### config.mk
export PLATFORM = sky130hd
export DESIGN_NAME = neuron_acc_ctrl
export DESIGN_NICKNAME = d
export VERILOG_FILES = /design/src/rtl/neuron_acc_ctrl.sv
export SDC_FILE = /design/constraint.sdc
export NUM_CORES = 1
export LEC_CHECK = 0
export CORE_ASPECT_RATIO = 0.7
export CORE_MARGIN = 10
export CORE_UTILIZATION = 38
export CTS_BUF_LIST = sky130_fd_sc_hd__clkbuf_4 sky130_fd_sc_hd__clkbuf_8
export CTS_CLUSTER_SIZE = 14
export DETAILED_ROUTE_END_ITERATION = 12
export PLACE_DENSITY = 0.78
export SYNTH_ARGS = -nofsm -noshare
export SYNTH_HDL_FRONTEND = slang
export SYNTH_SLANG_ARGS = --single-unit
### constraint.sdc
create_clock -name clk -period 2.4 [get_ports clk]
set_input_delay 0.48 -clock clk [delete_from_list [all_inputs] [get_ports clk]]
set_output_delay 0.48 -clock clk [all_outputs]
set_load 0.05 [all_outputs]
### src/rtl/neuron_acc_ctrl.sv
// Sequencing controller for the shared 10-bit RC adder in the integrate-and-fire neuron.
// Round-robin grants a weight, holds operands while the carry chain settles, then commits.
module neuron_acc_ctrl #(
  parameter int unsigned NREQ   = 4,
  parameter int unsigned SETTLE = 3,
  parameter int unsigned REFRAC = 4
) (
  input  logic               clk,
  input  logic               rstn,
  input  logic [NREQ-1:0]    req_valid,
  input  logic [10*NREQ-1:0] req_w,
  output logic [NREQ-1:0]    req_ready,
  input  logic [9:0]         thr,
  output logic [9:0]         add_a,
  output logic [9:0]         add_b,
  output logic               add_cin,
  input  logic [9:0]         add_sum,
  input  logic               add_cout,
  output logic [9:0]         vmem,
  output logic               spike,
  output logic               busy
);

  localparam int unsigned PtrW = (NREQ > 1) ? $clog2(NREQ) : 1;
  localparam int unsigned SumW = PtrW + 1;
  localparam int unsigned CntMax = (SETTLE > REFRAC) ? SETTLE : REFRAC;
  localparam int unsigned CntW = $clog2(CntMax + 1);

  typedef enum logic [2:0] {StIdle, StSettle, StCommit, StFire, StRefrac} state_e;

  state_e          state_q, state_d;
  logic [PtrW-1:0] ptr_q, ptr_d;
  logic [9:0]      vmem_q, vmem_d;
  logic [9:0]      wreg_q, wreg_d;
  logic [CntW-1:0] cnt_q, cnt_d;

  logic [2*NREQ-1:0] dbl;
  logic [NREQ-1:0]   rot;
  logic [PtrW-1:0]   off;
  logic [SumW-1:0]   sum;
  logic [PtrW-1:0]   gnt_idx;
  logic              gnt_any;
  logic [NREQ-1:0]   gnt_oh;
  logic [9:0]        w_sel;
  logic [9:0]        result;

  // Rotate valids so the pointer sits at bit 0; the lowest set bit is the winner.
  always_comb begin
    dbl = {req_valid, req_valid} >> ptr_q;
    rot = dbl[NREQ-1:0];
    off = '0;
    for (int k = NREQ - 1; k >= 0; k--) begin
      if (rot[k]) off = PtrW'(k);
    end
    sum = {1'b0, ptr_q} + {1'b0, off};
    if (sum >= SumW'(NREQ)) sum = sum - SumW'(NREQ);
    gnt_idx = sum[PtrW-1:0];
    gnt_any = |req_valid;
    gnt_oh  = '0;
    w_sel   = '0;
    for (int i = 0; i < NREQ; i++) begin
      if (gnt_idx == PtrW'(i)) begin
        gnt_oh[i] = gnt_any;
        w_sel     = req_w[10*i +: 10];
      end
    end
  end

  always_comb begin
    state_d   = state_q;
    ptr_d     = ptr_q;
    vmem_d    = vmem_q;
    wreg_d    = wreg_q;
    cnt_d     = cnt_q;
    req_ready = '0;
    add_a     = '0;
    add_b     = '0;
    spike     = 1'b0;
    result    = add_cout ? 10'h3FF : add_sum;
    unique case (state_q)
      StIdle: begin
        if (gnt_any) begin
          req_ready = gnt_oh;
          wreg_d    = w_sel;
          ptr_d     = (gnt_idx == PtrW'(NREQ - 1)) ? '0 : gnt_idx + PtrW'(1);
          cnt_d     = '0;
          state_d   = StSettle;
        end
      end
      StSettle: begin
        add_a = vmem_q;
        add_b = wreg_q;
        if (cnt_q == CntW'(SETTLE - 1)) begin
          cnt_d   = '0;
          state_d = StCommit;
        end else begin
          cnt_d = cnt_q + CntW'(1);
        end
      end
      StCommit: begin
        add_a   = vmem_q;
        add_b   = wreg_q;
        vmem_d  = result;
        state_d = (result >= thr) ? StFire : StIdle;
      end
      StFire: begin
        spike   = 1'b1;
        vmem_d  = '0;
        cnt_d   = '0;
        state_d = StRefrac;
      end
      StRefrac: begin
        if (cnt_q == CntW'(REFRAC - 1)) begin
          cnt_d   = '0;
          state_d = StIdle;
        end else begin
          cnt_d = cnt_q + CntW'(1);
        end
      end
      default: state_d = StIdle;
    endcase
  end

  always_ff @(posedge clk or negedge rstn) begin
    if (!rstn) begin
      state_q <= StIdle;
      ptr_q   <= '0;
      vmem_q  <= '0;
      wreg_q  <= '0;
      cnt_q   <= '0;
    end else begin
      state_q <= state_d;
      ptr_q   <= ptr_d;
      vmem_q  <= vmem_d;
      wreg_q  <= wreg_d;
      cnt_q   <= cnt_d;
    end
  end

  assign add_cin = 1'b0;
  assign vmem    = vmem_q;
  assign busy    = (state_q != StIdle);

endmodule
==> results of run 1 <==
## critical path: cells and delay by family
kind	cells	cell delay, ns
buffers and inverters	4	0.55
adder cells (fa/ha/maj)	2	0.41
AO/OA/AOI/OAI	1	0.25
AND/OR/NAND/NOR	2	0.56
XOR/XNOR	1	0.19
## path summary, 6_finish.rpt
path / endpoint / slack (ns) / startpoint
max in group asynchronous: ptr_q[0] / 1.54 / rstn
worst min-delay path: wreg_q[6] / 0.49 / wreg_q[6]
worst max-delay path: req_ready[1] / -0.52 / req_valid[2]
min in group asynchronous: vmem[6] / 0.56 / rstn
worst min register to register: wreg_q[6] / 0.49 / wreg_q[6]
worst max register to register: wreg_q[8] / -0.37 / ptr_q[0]
## timing repair
item,in CTS,in global routing
pin swaps,8,11
gates cloned,1,0
buffers inserted,5,1
setup endpoints to repair,18,30
resized for setup,37,20
## metal layers
metal,up-vias,track usage [%],part of all wire [%]
li1,1209,-,-
met1,1175,19.7,42
met2,81,28.1,48
met3,6,7.26,9.6
met4,0,2.81,0.66
met5,-,0,0
## logic make-up (layout without fill, tap and decap cells)
family | count (synthesis) | count (layout)
multiplexers | 2 | 2
AO/OA/AOI/OAI | 67 | 67
buffers and inverters | 36 | 164
adder cells (fa/ha/maj) | 19 | 19
other | 1 | 1
AND/OR/NAND/NOR | 120 | 120
flip-flops | 28 | 28
XOR/XNOR | 1 | 1
## cell usage in the layout (no fill, tap or decap), types with 2 or more instances in the layout
master	count
nor4_1	2
dfrtp_1	27
a31oi_1	2
nand3b_1	3
buf_4	33
inv_1	15
buf_12	27
clkbuf_8	3
o31ai_1	4
a221oi_4	5
ha_1	14
nor2b_1	2
nor3_1	7
o21ai_1	12
nand3_1	12
nor2_1	16
or2_2	9
a221oi_2	4
o21ai_0	13
nand4_1	2
inv_2	3
and2_1	20
a21o_1	3
buf_6	3
dlygate4sd2_1	3
nand2_1	27
o211ai_1	2
nand2b_1	2
and3_4	3
clkdlybuf4s50_1	71
nor2_2	2
ha_4	4
nor3_2	7
mux2_2	2
a21oi_1	11
a21oi_2	4
## metrics by stage
step	setup slack [ns]	instances	util (%)	hold WS, ns
final	-0.516	474	76.6	0.493
after CTS	-0.459	473	74.7	0.495
after global placement	-1.03	463	70.2	0.455
after global routing	-0.601	474	76.6	0.519
after detailed placement	-1.13	463	70.2	0.465
after floorplan	-0.136	274	-	0.184
## sequential cells by signal, indices dropped and copies added (netlist names)
register	cells
state_q	3
wreg_q	10
vmem	10
ptr_q	2
cnt_q	3
## power by group
| group | internal [W] | leakage [nW] | switching (W) |
|---|---|---|---|
| clock network | 0.000224 | 0.0357 | 0.000154 |
| registers | 0.000667 | 0.359 | 0.000179 |
| logic | 0.00262 | 1.37 | 0.00298 |
| total | 0.00351 | 1.76 | 0.00331 |
## cell type report
type / count / area, sq um / area share (%)
well taps: 72 / 90.1 / 2.18
clock buffers: 3 / 41.3 / 0.999
inverters: 19 / 76.3 / 1.85
flip-flops and latches: 28 / 702 / 17.0
multi-input cells: 210 / 1580 / 38.2
repair buffers: 141 / 1620 / 39.1
clock inverters: 1 / 30.0 / 0.726
==> results by group, run 1 <==
Timing
  • Fin crit period: 2.92 ns
  • Post-Route Skew: 0.00814 ns
  • Setup total negative slack: -5.22 ns
  • RSZ-0062 raised after global routing: true
  • Setup violators final: 14
  • Slack of the critical path: -0.516 ns
  • Final worst path period share: 122%
  • Worst slew margin: 64.7%
  • FMAX: 343 MHz
  • Worst-Margin Slew: 0.528 ns
  • Pins Over Slew Limit: 0
  • Final Hold Viols: 0

Logic synthesis
  • Syn avg cell area: 7.94 sq um
  • Synthesized area: 2170 sq um
  • Largest area contributor in the netlist: dfrtp_1
  • Synth Area in Compound Gates: 19.4%
  • Synth unique cells: 44
  • Most frequent cells after synthesis: dfrtp_1 (28), nand2_1 (27), o21ai_0 (23)
  • Synth Instances: 274
  • Async set-reset flop share out of synthesis: 100%
  • Xor/xnor share of the synthesized area: 0.403%
  • Syn. warnings: 0
  • EDFF count, synth: 0
  • Largest family of logic cells by synthesized area: simple AND/OR/NAND/NOR gates
  • Multiplexer share of the synthesized area: 1.04%
  • Top-area cell type share of the netlist area: 32.2%
  • Synthesized Nets: 360
  • Post-synthesis sequential area ratio: 32.2%
  • Count leader, synth: dfrtp_1
  • Post-Synth Simple-Gate Area: 28.7%
  • Area share of fa/ha/maj cells after synthesis: 10.9%
  • Synth Flop Type: dfrtp_1
  • Synth area leaders: dfrtp_1 (32%), ha_1 (11%), and2_1 (5.8%)
  • #FFs+latches synth: 28

Finish
  • Design Area, Final: 4130 sq um
  • # diodes: 0
  • Synth-to-layout area growth: 90.1%
  • Layout cells sized above 1: 31.1%
  • Fill cell count: 355
  • # nets final: 489

Placement
  • Routability cong.: 0.860
  • # port buffers: 102
  • Dpl cell area: 3790 sq um
  • Hpwl dp: 6400 microns

Drt
  • Wire per inst: 17.5 microns
  • 1st-iter DRT viols: 98
  • Total number of vias: 2471
  • Remaining antenna violation count after routing: 0
  • Residual DRC: 0
  • Vias per inst: 5.21
  • Final wirelength: 8310 microns
  • TritonRoute pass-1 iters: 4

Global route
  • Largest net degree at the start of global routing: 29
  • Global-route wire length before repair: 13300 microns
  • Overall global routing resource usage: 16.8%
  • Vias in the first global route: 2680
  • Initial antenna violation count: 0
  • GR Overflow Total: 0

Floorplan
  • Die height: 83.3 microns
  • I/O Pins: 104
  • Area of the core: 5400 sq um
  • FP Rows: 22
  • Die width: 110 microns
  • Starting Density: 40.3%
  • Total die area: 9200 sq um

Clock network
  • CTS root buffer: clkbuf_8
  • CTS Buffer Depth: 2
  • CTS buffer count: 3
  • Clk Latency, worst-skew pair: 0.28 ns
  • Clock Sinks: 28
  • CTS tree: done
  • Htree depth: 1
  • Clock transition at path regs: 0.10 ns
  • Number of hold buffers added after cts: 0

Worst setup path
  • Worst path cell trace: clkdlybuf4s15_1, or3_4, o211ai_1, ha_2, xor2_2, inv_2, ha_4, buf_8, and3_4, buf_12
  • Crit path kind: in -> out
  • Startpoint Class: input port
  • Worst setup EP type: primary output
  • WP data arrival: 2.44 ns
  • Crit path required time: 1.92 ns
  • FF-to-FF path depth: 14
  • CP peak stage delay: 0.38 ns
  • Crit path max-delay cell type: or3_4
  • Largest fanout on the critical path: 2

Power
  • Peak supply drop: 0.00102 V
  • Pleak: 1.76 nW
  • Cell Pwr Density: 1650 nW/um^2
  • Total chip power: 0.00682 W

Job
  • Max-cap violations: 0

Run status
  • Violated checks: negative setup slack
  • Run status: finished, violations left

Min path
  • Hold Crit Class: reg -> reg
  • Hold path cells: 2
No activity file was read; power rests on OpenSTA's default activity.
==> run 2: changes to the inputs <==
- GPL_ROUTABILITY_DRIVEN: default -> 0
- REMOVE_ABC_BUFFERS: default -> 1
==> results by group, run 2 (synthesis results as in run 1) <==
Clock network
  • Clock transition at path regs: 0.10 ns
  • CTS buffer count: 3
  • CTS root buffer: clkbuf_8
  • CTS Buffer Depth: 2
  • Htree depth: 1
  • Clock Sinks: 28
  • CTS tree: done
  • Clk Latency, worst-skew pair: 0.29 ns

Floorplan
  • Die width: 110 microns
  • FP Rows: 22
  • Area of the core: 5400 sq um
  • Total die area: 9200 sq um
  • Starting Density: 40.3%
  • I/O Pins: 104
  • Die height: 83.3 microns

Global route
  • Initial antenna violation count: 0
  • Largest net degree at the start of global routing: 29
  • Overall global routing resource usage: 17.0%
  • Vias in the first global route: 2501
  • Global-route wire length before repair: 13200 microns
  • GR Overflow Total: 0

Worst setup path
  • Worst R2R Start: ptr_q[0]
  • Flop-to-flop setup slack: -0.41 ns
  • Worst path cell trace: clkdlybuf4s15_1, nor2_1, nand2_1, o21ai_0, o21ai_2, o211ai_1, ha_2, inv_2, ha_4, buf_6, and3_4, buf_12
  • Reg2reg end: wreg_q[2]
  • Crit path max-delay cell type: ha_2
  • Crit path kind: in -> out
  • Setup crit start: req_valid[0]
  • Startpoint Class: input port
  • Largest fanout on the critical path: 6
  • Worst setup EP type: primary output
  • FF-to-FF path depth: 16
  • Crit path required time: 1.92 ns
  • WP data arrival: 2.44 ns
  • CP peak stage delay: 0.44 ns

Min path
  • Hold Crit Class: reg -> reg
  • Hold EP: wreg_q[1]
  • Hold path cells: 2
  • Beginning of the worst hold path: wreg_q[1]

Finish
  • Post-Route Utilization: 76.8%
  • Layout cells sized above 1: 32.5%
  • # nets final: 490
  • Most common cell after layout, fill and taps aside: clkdlybuf4s50_1
  • Synth-to-layout area growth: 90.4%
  • Sequential cell area: 703 sq um
  • # diodes: 0
  • Fill cell count: 341
  • Post-route insts no fill: 475
  • Commonest cells after routing, fill and taps aside: clkdlybuf4s50_1 (72), buf_4 (33), nand2_1 (26), dfrtp_1 (26), buf_12 (26)
  • Area taken by multi-input logic gates: 1600 sq um

Timing
  • Worst slew margin: 64.3%
  • Pins Over Slew Limit: 0
  • Final worst path period share: 122%
  • Slack of the critical path: -0.523 ns
  • Setup violators final: 14
  • FMAX: 342 MHz
  • RSZ-0062 raised after global routing: true
  • Worst-Margin Slew: 0.534 ns
  • Post-Route Skew: 0.00440 ns
  • Fin crit period: 2.92 ns
  • Final Hold Viols: 0

Run status
  • Violated checks: negative setup slack
  • Run status: finished, violations left

Power
  • Pleak: 1.76 nW
  • Peak supply drop: 0.00117 V
  • Cell Pwr Density: 1640 nW/um^2

Placement
  • # port buffers: 102
  • Dpl ws: -0.999 ns
  • Hpwl dp: 6420 microns
  • Placed cell count: 462

Drt
  • Met2 WL: 4710 microns
  • 1st-iter DRT viols: 280
  • Vias per inst: 5.55
  • DR top layer: met4
  • Residual DRC: 0
  • Wire per inst: 20.5 microns
  • Final wirelength: 9740 microns
  • Remaining antenna violation count after routing: 0
  • DR WL met3: 883 microns
  • TritonRoute pass-1 iters: 4
  • Total number of vias: 2637
  • M1 wire length: 3900 microns

Job
  • Max-cap violations: 0
-- run 2: routing by layer --
metal,vias to the layer above,GRT usage (%)
li1,1219,-
met1,1249,20.7
met2,144,29.3
met3,25,5.10
met4,0,2.34
met5,-,0
-- run 2: layout make-up --
cell class | count | area share, %
Clock buffer | 3 | 0.997
Clock inverter | 1 | 0.725
Inverter | 19 | 1.78
Multi-Input combinational cell | 211 | 38.6
Sequential cell | 28 | 17.0
Tap cell | 72 | 2.18
Timing Repair Buffer | 141 | 38.7
-- run 2: worst max-delay path by stage --
| stage | to | slack [ns] | cells after the start |
|---|---|---|---|
| global route | req_ready[0] | -0.65 | 12 |
| floorplan | req_ready[2] | -0.80 | 7 |
| detailed placement | wreg_q[6] | -1.0 | 15 |
| CTS | req_ready[0] | -0.40 | 9 |
| global placement | wreg_q[5] | -0.79 | 15 |
| finish | req_ready[0] | -0.52 | 12 |
-- run 2: critical path, delay by kind of cell --
kind,cells,cell delay [ns]
buffers and inverters,4,0.63
and+or+nand+nor,3,0.33
AOI/OAI and AO/OA,3,0.39
adders and majority gates,2,0.61
-- run 2: stage by stage --
step | total power, W | TNS, ns | area, sq um | hold WS, ns
2_1_floorplan | 0.00322 | -4.18 | 2090 | 0.184
3_3_place_gp | 0.00495 | -11.29 | 3680 | 0.456
3_5_place_dp | 0.00511 | -13.71 | 3680 | 0.473
4_1_cts | 0.00581 | -3.12 | 3860 | 0.502
5_1_grt | 0.00718 | -7.75 | 4140 | 0.532
6_report | 0.00680 | -5.38 | 4140 | 0.505
-- run 2: what timing repair did --
action	CTS	global route
pin swaps	3	15
gates cloned	0	2
hold buffers	0	0
resized for setup	35	44
setup endpoints to repair	21	34
buffers inserted	4	4
-- run 2: power breakdown --
group / leakage [nW] / internal (W) / switching (W)
sequential: 0.358 / 0.000668 / 0.000223
combinational: 1.36 / 0.00246 / 0.00306
clock: 0.0357 / 0.000224 / 0.000167
==> run 3: changes to the inputs <==
- SETUP_SLACK_MARGIN: default -> 0.02
==> results by group, run 3 (synthesis results as in run 1) <==
Run status
  • Run status: finished, violations left
  • Violated checks: negative setup slack

Placement
  • # port buffers: 102
  • Dpl cell area: 3680 sq um
  • Hpwl dp: 6420 microns

Worst setup path
  • Worst R2R Start: ptr_q[0]
  • Reg2reg end: wreg_q[2]
  • WP data arrival: 2.44 ns
  • Crit path required time: 1.92 ns
  • FF-to-FF path depth: 16
  • Startpoint Class: input port
  • Crit path kind: in -> out
  • Largest fanout on the critical path: 6
  • Flop-to-flop setup slack: -0.41 ns
  • Worst setup EP type: primary output

Min path
  • Hold path cells: 2
  • Hold EP: wreg_q[1]
  • Hold Crit Class: reg -> reg
  • Beginning of the worst hold path: wreg_q[1]

Drt
  • Wire per inst: 20.4 microns
  • 1st-iter DRT viols: 295
  • Residual DRC: 0
  • TritonRoute pass-1 iters: 5
  • Vias per inst: 5.60
  • Total number of vias: 2659
  • Final wirelength: 9710 microns
  • Remaining antenna violation count after routing: 0

Timing
  • RSZ-0062 raised after global routing: true
  • Worst slew margin: 64.6%
  • Pins Over Slew Limit: 0
  • Final Hold Viols: 0
  • Setup violators final: 14
  • FMAX: 342 MHz
  • Final worst path period share: 122%
  • Slack of the critical path: -0.522 ns
  • Fin crit period: 2.92 ns
  • Worst-Margin Slew: 0.529 ns
  • Setup total negative slack: -5.42 ns
  • Post-Route Skew: 0.00629 ns

Global route
  • GR Overflow Total: 0
  • Global-route wire length before repair: 13200 microns
  • Vias in the first global route: 2522
  • Initial antenna violation count: 0
  • Largest net degree at the start of global routing: 29
  • Overall global routing resource usage: 17.1%

Clock network
  • CTS tree: done
  • CTS root buffer: clkbuf_8
  • Htree depth: 1
  • Clk Latency, worst-skew pair: 0.29 ns
  • Clock Sinks: 28
  • Clock transition at path regs: 0.10 ns
  • CTS buffer count: 3
  • CTS Buffer Depth: 2

Power
  • Peak supply drop: 0.00117 V
  • Total chip power: 0.00679 W
  • Pleak: 1.77 nW
  • Cell Pwr Density: 1640 nW/um^2

Finish
  • Most common cell after layout, fill and taps aside: clkdlybuf4s50_1
  • Design Area, Final: 4150 sq um
  • Synth-to-layout area growth: 90.7%
  • Layout cells sized above 1: 32.5%
  • # diodes: 0
  • Commonest cells after routing, fill and taps aside: clkdlybuf4s50_1 (71), buf_4 (32), nand2_1 (26), dfrtp_1 (26), buf_12 (26)
  • Post-Route Utilization: 76.9%
  • # nets final: 490

Floorplan
  • Area of the core: 5400 sq um
  • Die width: 110 microns
  • Die height: 83.3 microns
  • I/O Pins: 104
  • FP Rows: 22
  • Total die area: 9200 sq um
  • Starting Density: 40.3%

Job
  • Max-cap violations: 0
## run 3: cell count changes in the layout (fill, tap and decap cells not counted), sizes merged
| cell | change |
|---|---|
| dlymetal6s2s | +1 |
| clkdlybuf4s50 | -1 |
## run 3: area by class of cell
class / instances / area, sq um
multi-input combinational: 211 / 1600
sequential: 28 / 703
clock inverter: 1 / 30.0
inverter: 19 / 73.8
timing repair buffer: 141 / 1610
fill: 342 / 1250
clock buffer: 3 / 41.3
tap: 72 / 90.1
## run 3: worst max-delay path: stages
cell             delay, ns
clkdlybuf4s15_1       0.29
nor2_1                0.10
nand2_1               0.08
o21ai_0               0.12
o21ai_2               0.16
o211ai_1              0.11
ha_2                  0.44
inv_2                 0.09
ha_4                  0.17
buf_6                 0.11
and3_4                0.15
buf_12                0.14
## run 3: where the power goes
part           internal, W  switching [W]  leakage (nW)  total [W]
logic              0.00246        0.00305          1.37    0.00551
registers         0.000668       0.000223         0.358   0.000891
clock network     0.000224       0.000165        0.0357   0.000390
total              0.00336        0.00343          1.77    0.00679
## run 3: worst max-delay path by stage
stage                     cells after the start            to         start  slack [ns]
after floorplan                               7  req_ready[2]  req_valid[2]       -0.80
after global placement                       15     wreg_q[5]  req_valid[0]       -0.79
after detailed placement                     15     wreg_q[6]  req_valid[0]        -1.0
after CTS                                     9  req_ready[0]      ptr_q[0]       -0.40
after global routing                         12  req_ready[0]  req_valid[0]       -0.63
final                                        12  req_ready[0]  req_valid[0]       -0.52
## run 3: through the flow
step | hold WS, ns | std cells | setup WS, ns
finish | 0.503 | 475 | -0.522
global route | 0.532 | 475 | -0.635
CTS | 0.502 | 470 | -0.402
detailed placement | 0.473 | 462 | -0.999
global placement | 0.456 | 462 | -0.794
floorplan | 0.184 | 257 | -0.805
## run 3: timing repair
action / in CTS / in global routing
pin swaps: 3 / 16
hold buffers: 0 / 0
gates resized for setup: 36 / 45
setup buffers: 4 / 4
endpoints found under the hold margin: 0 / 0
cloned: 0 / 2
setup endpoints to repair: 35 / 34
## run 3: metal layers
metal	global-route usage, %	up-vias	share of wire (%)
li1	-	1216	-
met4	2.81	0	2.6
met5	0	-	0
met3	5.10	27	7.6
met2	29.4	152	49
met1	20.7	1264	40
